$ cat config.mk
export PLATFORM = sky130hd
export DESIGN_NAME = mac_dot_seq
export DESIGN_NICKNAME = d
export VERILOG_FILES = /design/src/rtl/mac_seq_pkg.sv /design/src/rtl/mac_partial_reduce.sv /design/src/rtl/mac_dot_seq.sv
export SDC_FILE = /design/constraint.sdc
export NUM_CORES = 1
export LEC_CHECK = 0
export CAP_MARGIN = 20
export CORE_MARGIN = 2
export CORE_UTILIZATION = 25
export CTS_BUF_LIST = sky130_fd_sc_hd__clkbuf_8 sky130_fd_sc_hd__clkbuf_16
export DETAILED_ROUTE_END_ITERATION = 6
export HOLD_SLACK_MARGIN = 0.08
export PLACE_DENSITY = 0.55
export SETUP_SLACK_MARGIN = 0.3
export SYNTH_ARGS = -nofsm -noshare
export SYNTH_HDL_FRONTEND = slang
export SYNTH_SLANG_ARGS = --single-unit
$ cat constraint.sdc
create_clock -name clk -period 8.38 [get_ports clk]
set_input_delay 0.838 -clock clk [delete_from_list [all_inputs] [get_ports clk]]
set_output_delay 0.838 -clock clk [all_outputs]
set_load 0.005 [all_outputs]
$ cat src/rtl/mac_seq_pkg.sv
// Shared types and constants for the dot-product MAC sequencer.
// Lane count equals the MAC feedback latency.
package mac_seq_pkg;

    localparam int MAC_LAT   = 3;
    localparam int DEF_DW    = 22;
    localparam int DEF_AW    = 10;
    localparam int DEF_ACC_W = 48;

    typedef enum logic [1:0] {
        IDLE,
        ISSUE,
        DRAIN,
        DONE
    } mac_seq_state_e;

endpackage

$ cat src/rtl/mac_partial_reduce.sv
// Counts MAC result pulses for one command and folds the final
// lane partials (the last min(len,3) pulses) into one sum.
module mac_partial_reduce
    import mac_seq_pkg::*;
#(
    parameter int AW    = DEF_AW,
    parameter int ACC_W = DEF_ACC_W
) (
    input  logic             clk,
    input  logic             rst,
    input  logic             clr,
    input  logic             en,
    input  logic             o_valid,
    input  logic [ACC_W-1:0] sum,
    input  logic [AW:0]      len,
    output logic [ACC_W-1:0] acc,
    output logic             reduce_done
);

    localparam logic [AW:0] LANES = (AW + 1)'(MAC_LAT);
    localparam logic [AW:0] ONE   = (AW + 1)'(1);

    logic [AW:0]      idx_q, idx_d;
    logic [ACC_W-1:0] acc_q, acc_d;
    logic             pulse;
    logic             fin;

    assign pulse       = en && o_valid;
    assign fin         = (len < LANES) || (idx_q >= len - LANES);
    assign reduce_done = pulse && (idx_q == len - ONE);
    assign acc         = acc_q;

    // next pulse index and accumulated final partials
    always_comb begin
        idx_d = idx_q;
        acc_d = acc_q;
        if (clr) begin
            idx_d = '0;
            acc_d = '0;
        end else if (pulse) begin
            idx_d = idx_q + ONE;
            if (fin) begin
                acc_d = acc_q + sum;
            end
        end
    end

    // counter and accumulator registers
    always_ff @(posedge clk or negedge rst) begin
        if (!rst) begin
            idx_q <= '0;
            acc_q <= '0;
        end else begin
            idx_q <= idx_d;
            acc_q <= acc_d;
        end
    end

endmodule

$ cat src/rtl/mac_dot_seq.sv
// Dot-product sequencer: streams operand pairs into a 3-deep MAC,
// interleaving partial sums over 3 lanes, then reduces the lanes.
module mac_dot_seq
    import mac_seq_pkg::*;
#(
    parameter int DW    = DEF_DW,
    parameter int AW    = DEF_AW,
    parameter int ACC_W = DEF_ACC_W
) (
    input  logic             clk,
    input  logic             rst,
    input  logic             start,
    output logic             start_ready,
    input  logic [AW:0]      len,
    input  logic [AW-1:0]    a_base,
    input  logic [AW-1:0]    b_base,
    output logic             mem_rd_en,
    output logic [AW-1:0]    mem_a_addr,
    output logic [AW-1:0]    mem_b_addr,
    input  logic [DW-1:0]    mem_a_rdata,
    input  logic [DW-1:0]    mem_b_rdata,
    output logic             mac_valid,
    output logic [DW-1:0]    mac_a,
    output logic [DW-1:0]    mac_b,
    output logic [ACC_W-1:0] mac_sum_in,
    input  logic             mac_o_valid,
    input  logic [ACC_W-1:0] mac_sum_out,
    output logic             res_valid,
    input  logic             res_ready,
    output logic [ACC_W-1:0] res_data,
    output logic             busy
);

    localparam logic [AW:0] LANES = (AW + 1)'(MAC_LAT);
    localparam logic [AW:0] ONE   = (AW + 1)'(1);

    mac_seq_state_e state_q, state_d;
    logic [AW:0]    cnt_q, cnt_d;
    logic [AW:0]    len_q, len_d;
    logic [AW-1:0]  a_base_q, a_base_d;
    logic [AW-1:0]  b_base_q, b_base_d;
    logic           res_valid_q, res_valid_d;
    logic           mac_valid_q;
    logic [AW:0]    k_q;
    logic           clr;
    logic           red_en;
    logic           reduce_done;

    assign start_ready = (state_q == IDLE);
    assign busy        = (state_q != IDLE);
    assign mem_rd_en   = (state_q == ISSUE);
    assign red_en      = (state_q == ISSUE) || (state_q == DRAIN);
    assign res_valid   = res_valid_q;
    assign mac_valid   = mac_valid_q;

    assign mem_a_addr = mem_rd_en ? a_base_q + cnt_q[AW-1:0] : '0;
    assign mem_b_addr = mem_rd_en ? b_base_q + cnt_q[AW-1:0] : '0;

    assign mac_a = mac_valid_q ? mem_a_rdata : '0;
    assign mac_b = mac_valid_q ? mem_b_rdata : '0;
    assign mac_sum_in =
        (mac_valid_q && k_q >= LANES) ? mac_sum_out : '0;

    // command FSM: next state, counters and latched command
    always_comb begin
        state_d     = state_q;
        cnt_d       = cnt_q;
        len_d       = len_q;
        a_base_d    = a_base_q;
        b_base_d    = b_base_q;
        res_valid_d = res_valid_q;
        clr         = 1'b0;
        unique case (state_q)
            IDLE: begin
                if (start) begin
                    len_d    = len;
                    a_base_d = a_base;
                    b_base_d = b_base;
                    cnt_d    = '0;
                    clr      = 1'b1;
                    state_d  = (len == '0) ? DONE : ISSUE;
                end
            end
            ISSUE: begin
                cnt_d = cnt_q + ONE;
                if (cnt_q == len_q - ONE) begin
                    state_d = DRAIN;
                end
            end
            DRAIN: begin
                if (reduce_done) begin
                    res_valid_d = 1'b1;
                    state_d     = DONE;
                end
            end
            DONE: begin
                if (!res_valid_q) begin
                    res_valid_d = 1'b1;
                end else if (res_ready) begin
                    res_valid_d = 1'b0;
                    state_d     = IDLE;
                end
            end
        endcase
    end

    // FSM and command registers
    always_ff @(posedge clk or negedge rst) begin
        if (!rst) begin
            state_q     <= IDLE;
            cnt_q       <= '0;
            len_q       <= '0;
            a_base_q    <= '0;
            b_base_q    <= '0;
            res_valid_q <= 1'b0;
        end else begin
            state_q     <= state_d;
            cnt_q       <= cnt_d;
            len_q       <= len_d;
            a_base_q    <= a_base_d;
            b_base_q    <= b_base_d;
            res_valid_q <= res_valid_d;
        end
    end

    // read strobe and element index delayed into the issue stage
    always_ff @(posedge clk or negedge rst) begin
        if (!rst) begin
            mac_valid_q <= 1'b0;
            k_q         <= '0;
        end else begin
            mac_valid_q <= mem_rd_en;
            k_q         <= mem_rd_en ? cnt_q : '0;
        end
    end

    mac_partial_reduce #(
        .AW   (AW),
        .ACC_W(ACC_W)
    ) u_reduce (
        .clk        (clk),
        .rst        (rst),
        .clr        (clr),
        .en         (red_en),
        .o_valid    (mac_o_valid),
        .sum        (mac_sum_out),
        .len        (len_q),
        .acc        (res_data),
        .reduce_done(reduce_done)
    );

endmodule

==> results.toml <==
[synthesis]
yosysSeqAreaShare_pct = 30.82
syn-cell-area_mm2 = 0.009419
synth-seq-cells = 116
synth_nets = 1326
synth_ff_type = "dfrtp_1"
syn_avg_cell_area_um2 = 8.478
yosysWarnings = 0
synth_edf_count = 0
syn_inst = 1111
synth-async-reset-ratio_pct = 100.0
synth_cell_types = 62

[pwr]
clkPwrFrac_pct = 17.6
p_sw_mw = 1.788
combPwrFrac_pct = 59.4
power.density_mw_per_mm2 = 313.8
p_int_mw = 2.448
p_leak_nw = 5.907
ir_drop_mv = 0.1719
seq_power_share_pct = 23.0
switching_share_pct = 42.21

[die]
die-area_mm2 = 0.03925
core_area_mm2 = 0.03740
boundaryPins = 293
rows = 71
die_h_um = 198.1
die_x_um = 198.1
start_util_pct = 25.18

[worst_setup_path]
cp_slowest_cell = "dfrtp_1"
path_common_cell = "a21oi_1"
critPathMaxStageDelay_ps = 560
cp.arrival_ps = 3510
path_cells = "ha_1 > a21o_1 > a21oi_1 > o21bai_1 > a21oi_1 > o21bai_1 > a21oi_1 > o21ai_0 > xnor2_1 > and2_1 > clkdlybuf4s50_1"
crit_path_end_kind = "output port"
crit_path_start_kind = "flip-flop"
critPathMaxFanout = 9
required_ps = 7540
critical_path_class = "reg2out"

[job]
cap_viol_max_count = 0

[placed_design]
dp_hpwl_um = 23560
io_buffers = 292
gp_congestion = 0.8637
dpl-instance-area_mm2 = 0.01288

[timing]
whs_ps = 430.4
drv_slew = 0
fin_setup_tns_ps = 0
max_freq_mhz = 229.8
fin_crit_ps = 4352
hold_viol = 0
rsz0062_at_grt = "no"
setup_violations = 0
worstMarginPinSlew_ps = 901.4
maxSlewHeadroom_pct = 39.91
post-route-period-util_pct = 51.94
fin_skew_ps = 10.44

[clock_network]
cts_resized = 0
ctsHoldBuffers = 0
clkSlewWorstSetupHoldPaths_ps = 60
clock-sinks = 116
clockRootBuffer = "clkbuf_16"
clk_latency_ps = 450
cts_buffer_depth = 2
cts_tree = "done"
cts_buffers = 17
htree_levels = 4
post-cts-setup-buffer-count = 0

[global_route]
antenna_found_initial = 0
grt_overflow = 0
grt_start_max_net_pins = 71
grt_usage_pct = 15.73
grt_first_pass_wirelength_um = 48330
grt_pass1_vias = 8884

[detailed_routing]
drtPass1Iterations = 5
antenna_left = 0
drt-initial-drc-count = 300
vias_per_cell = 4.684
wirelength_um = 30760
routedWlPerCell_um = 16.15
drc = 0
num_vias = 8923

[worst_hold_path]
hold_class = "in2async"

[layout]
diodes = 0
layout-drive-gt1-share_pct = 3.874
fin_area_mm2 = 0.01350
nets = 1596
synthToLayoutAreaGrowth_pct = 43.29

[status]
status = "finished clean"
## final timing paths
kind | end | from | cells past startpoint | slack (ps)
worst max-delay path | mem_b_addr[9] | cnt_q[1] | 11 | 4030
worst min register to register | a_base_q[2] | a_base_q[2] | 2 | 480
worst max register to register | u_reduce.acc[47] | len_q[4] | 14 | 4450
min in group clk | a_base_q[2] | a_base_q[2] | 2 | 480
worst min-delay path | u_reduce.acc[12] | rst | 1 | 430
max in group asynchronous | state_q[0] | rst | 2 | 6550
## metal layers
layer,share of wire [%],vias up,GRT usage (%)
met2,48,221,26.93
met1,46,4201,19.77
met5,0,-,0
li1,-,4469,-
met3,5.3,32,3.815
met4,1.4,0,3.926
## flip-flops by register name, indices dropped and copies added (netlist names)
register	cells
k_q	11
mac_valid	1
u_reduce.idx_q	11
res_valid	1
cnt_q	11
u_reduce.acc	48
len_q	11
a_base_q	10
b_base_q	10
state_q	2
## stage by stage
| stage | total power [mW] | util, % | setup slack [ps] | cells |
|---|---|---|---|---|
| 2_1_floorplan | 2.497 | - | 5016 | 1111 |
| 5_1_grt | 4.599 | 36.09 | 3694 | 1905 |
| 3_5_place_dp | 3.485 | 34.45 | 4184 | 1872 |
| 6_report | 4.236 | 36.09 | 4028 | 1905 |
| 4_1_cts | 4.270 | 36.01 | 3958 | 1904 |
| 3_3_place_gp | 3.460 | 34.39 | 4253 | 1871 |
## cells in the mapped netlist, drive strengths merged (10+ instances only)
cell	instances	area, µm²
o21ai	48	240.2
a21oi	84	431.7
a22o	40	350.3
o21bai	19	142.6
and3	15	93.84
nor3	17	85.08
dfrtp	116	2903
nor2	51	191.4
a21o	23	172.7
clkbuf	39	146.4
nand4	17	106.4
ha	84	1051
xor2	39	341.6
buf	10	42.54
nand3	25	125.1
or3	10	62.56
and2	129	809.5
inv	39	146.4
nand2	131	491.7
xnor2	67	586.8
## worst max-delay path, delay by kind of cell (launching register included)
| family | cells | cell delay (ps) |
|---|---|---|
| compound gates | 7 | 1290 |
| flops | 1 | 560 |
| buf+inv | 1 | 510 |
| fa+ha+maj | 1 | 300 |
| xor+xnor | 1 | 210 |
| simple gates | 1 | 180 |
## power groups by stage
stage	clock network (mW)	registers [mW]	logic, mW
after floorplan	0	0.901	1.60
after global placement	0	0.992	2.47
after detailed placement	0	1.00	2.48
after CTS	0.771	0.992	2.51
after global routing	0.796	1.01	2.80
final	0.744	0.974	2.52
## layout by cell type (no fill, tap or decap), types with 4 or more instances in the layout
cell	Yosys	final
o21a_1	5	5
nand3_1	25	25
inv_6	0	6
clkdlybuf4s50_1	0	291
clkbuf_16	0	17
a32o_1	5	5
a22o_1	40	40
or3_1	10	10
inv_1	39	39
ha_1	84	84
a31oi_1	9	8
o21bai_1	19	19
a211oi_1	7	7
and3_1	15	14
buf_4	0	7
a21oi_1	83	83
o21ai_0	46	45
nand3b_1	5	5
xnor2_1	67	67
xor2_1	39	39
inv_8	0	4
nor2b_1	9	9
o211ai_1	6	6
a21o_1	23	23
nor2_1	51	51
dfrtp_1	116	116
nand4_1	17	17
nand2_1	131	131
nor4_1	9	9
and2_1	128	128
nor3_1	17	17
## kinds of logic after synthesis
group / count (synthesis) / synth area share [%]
AO/OA/AOI/OAI: 274 / 19.46
XOR/XNOR: 106 / 9.857
adder cells (fa/ha/maj): 87 / 11.80
buffers and inverters: 88 / 3.560
flip-flops: 116 / 30.82
multiplexers: 6 / 0.6775
AND/OR/NAND/NOR: 434 / 23.83
## final cells by class
cell class                 count  area [µm²]
clock buffer                  17       425.4
clock inverter                15       161.4
fill                        3789       23900
inverter                      39       146.4
multi-input combinational    907        6208
sequential                   116        2903
tap                          511       639.4
timing repair buffer         300        3013
(Power assumes the default switching activity.)
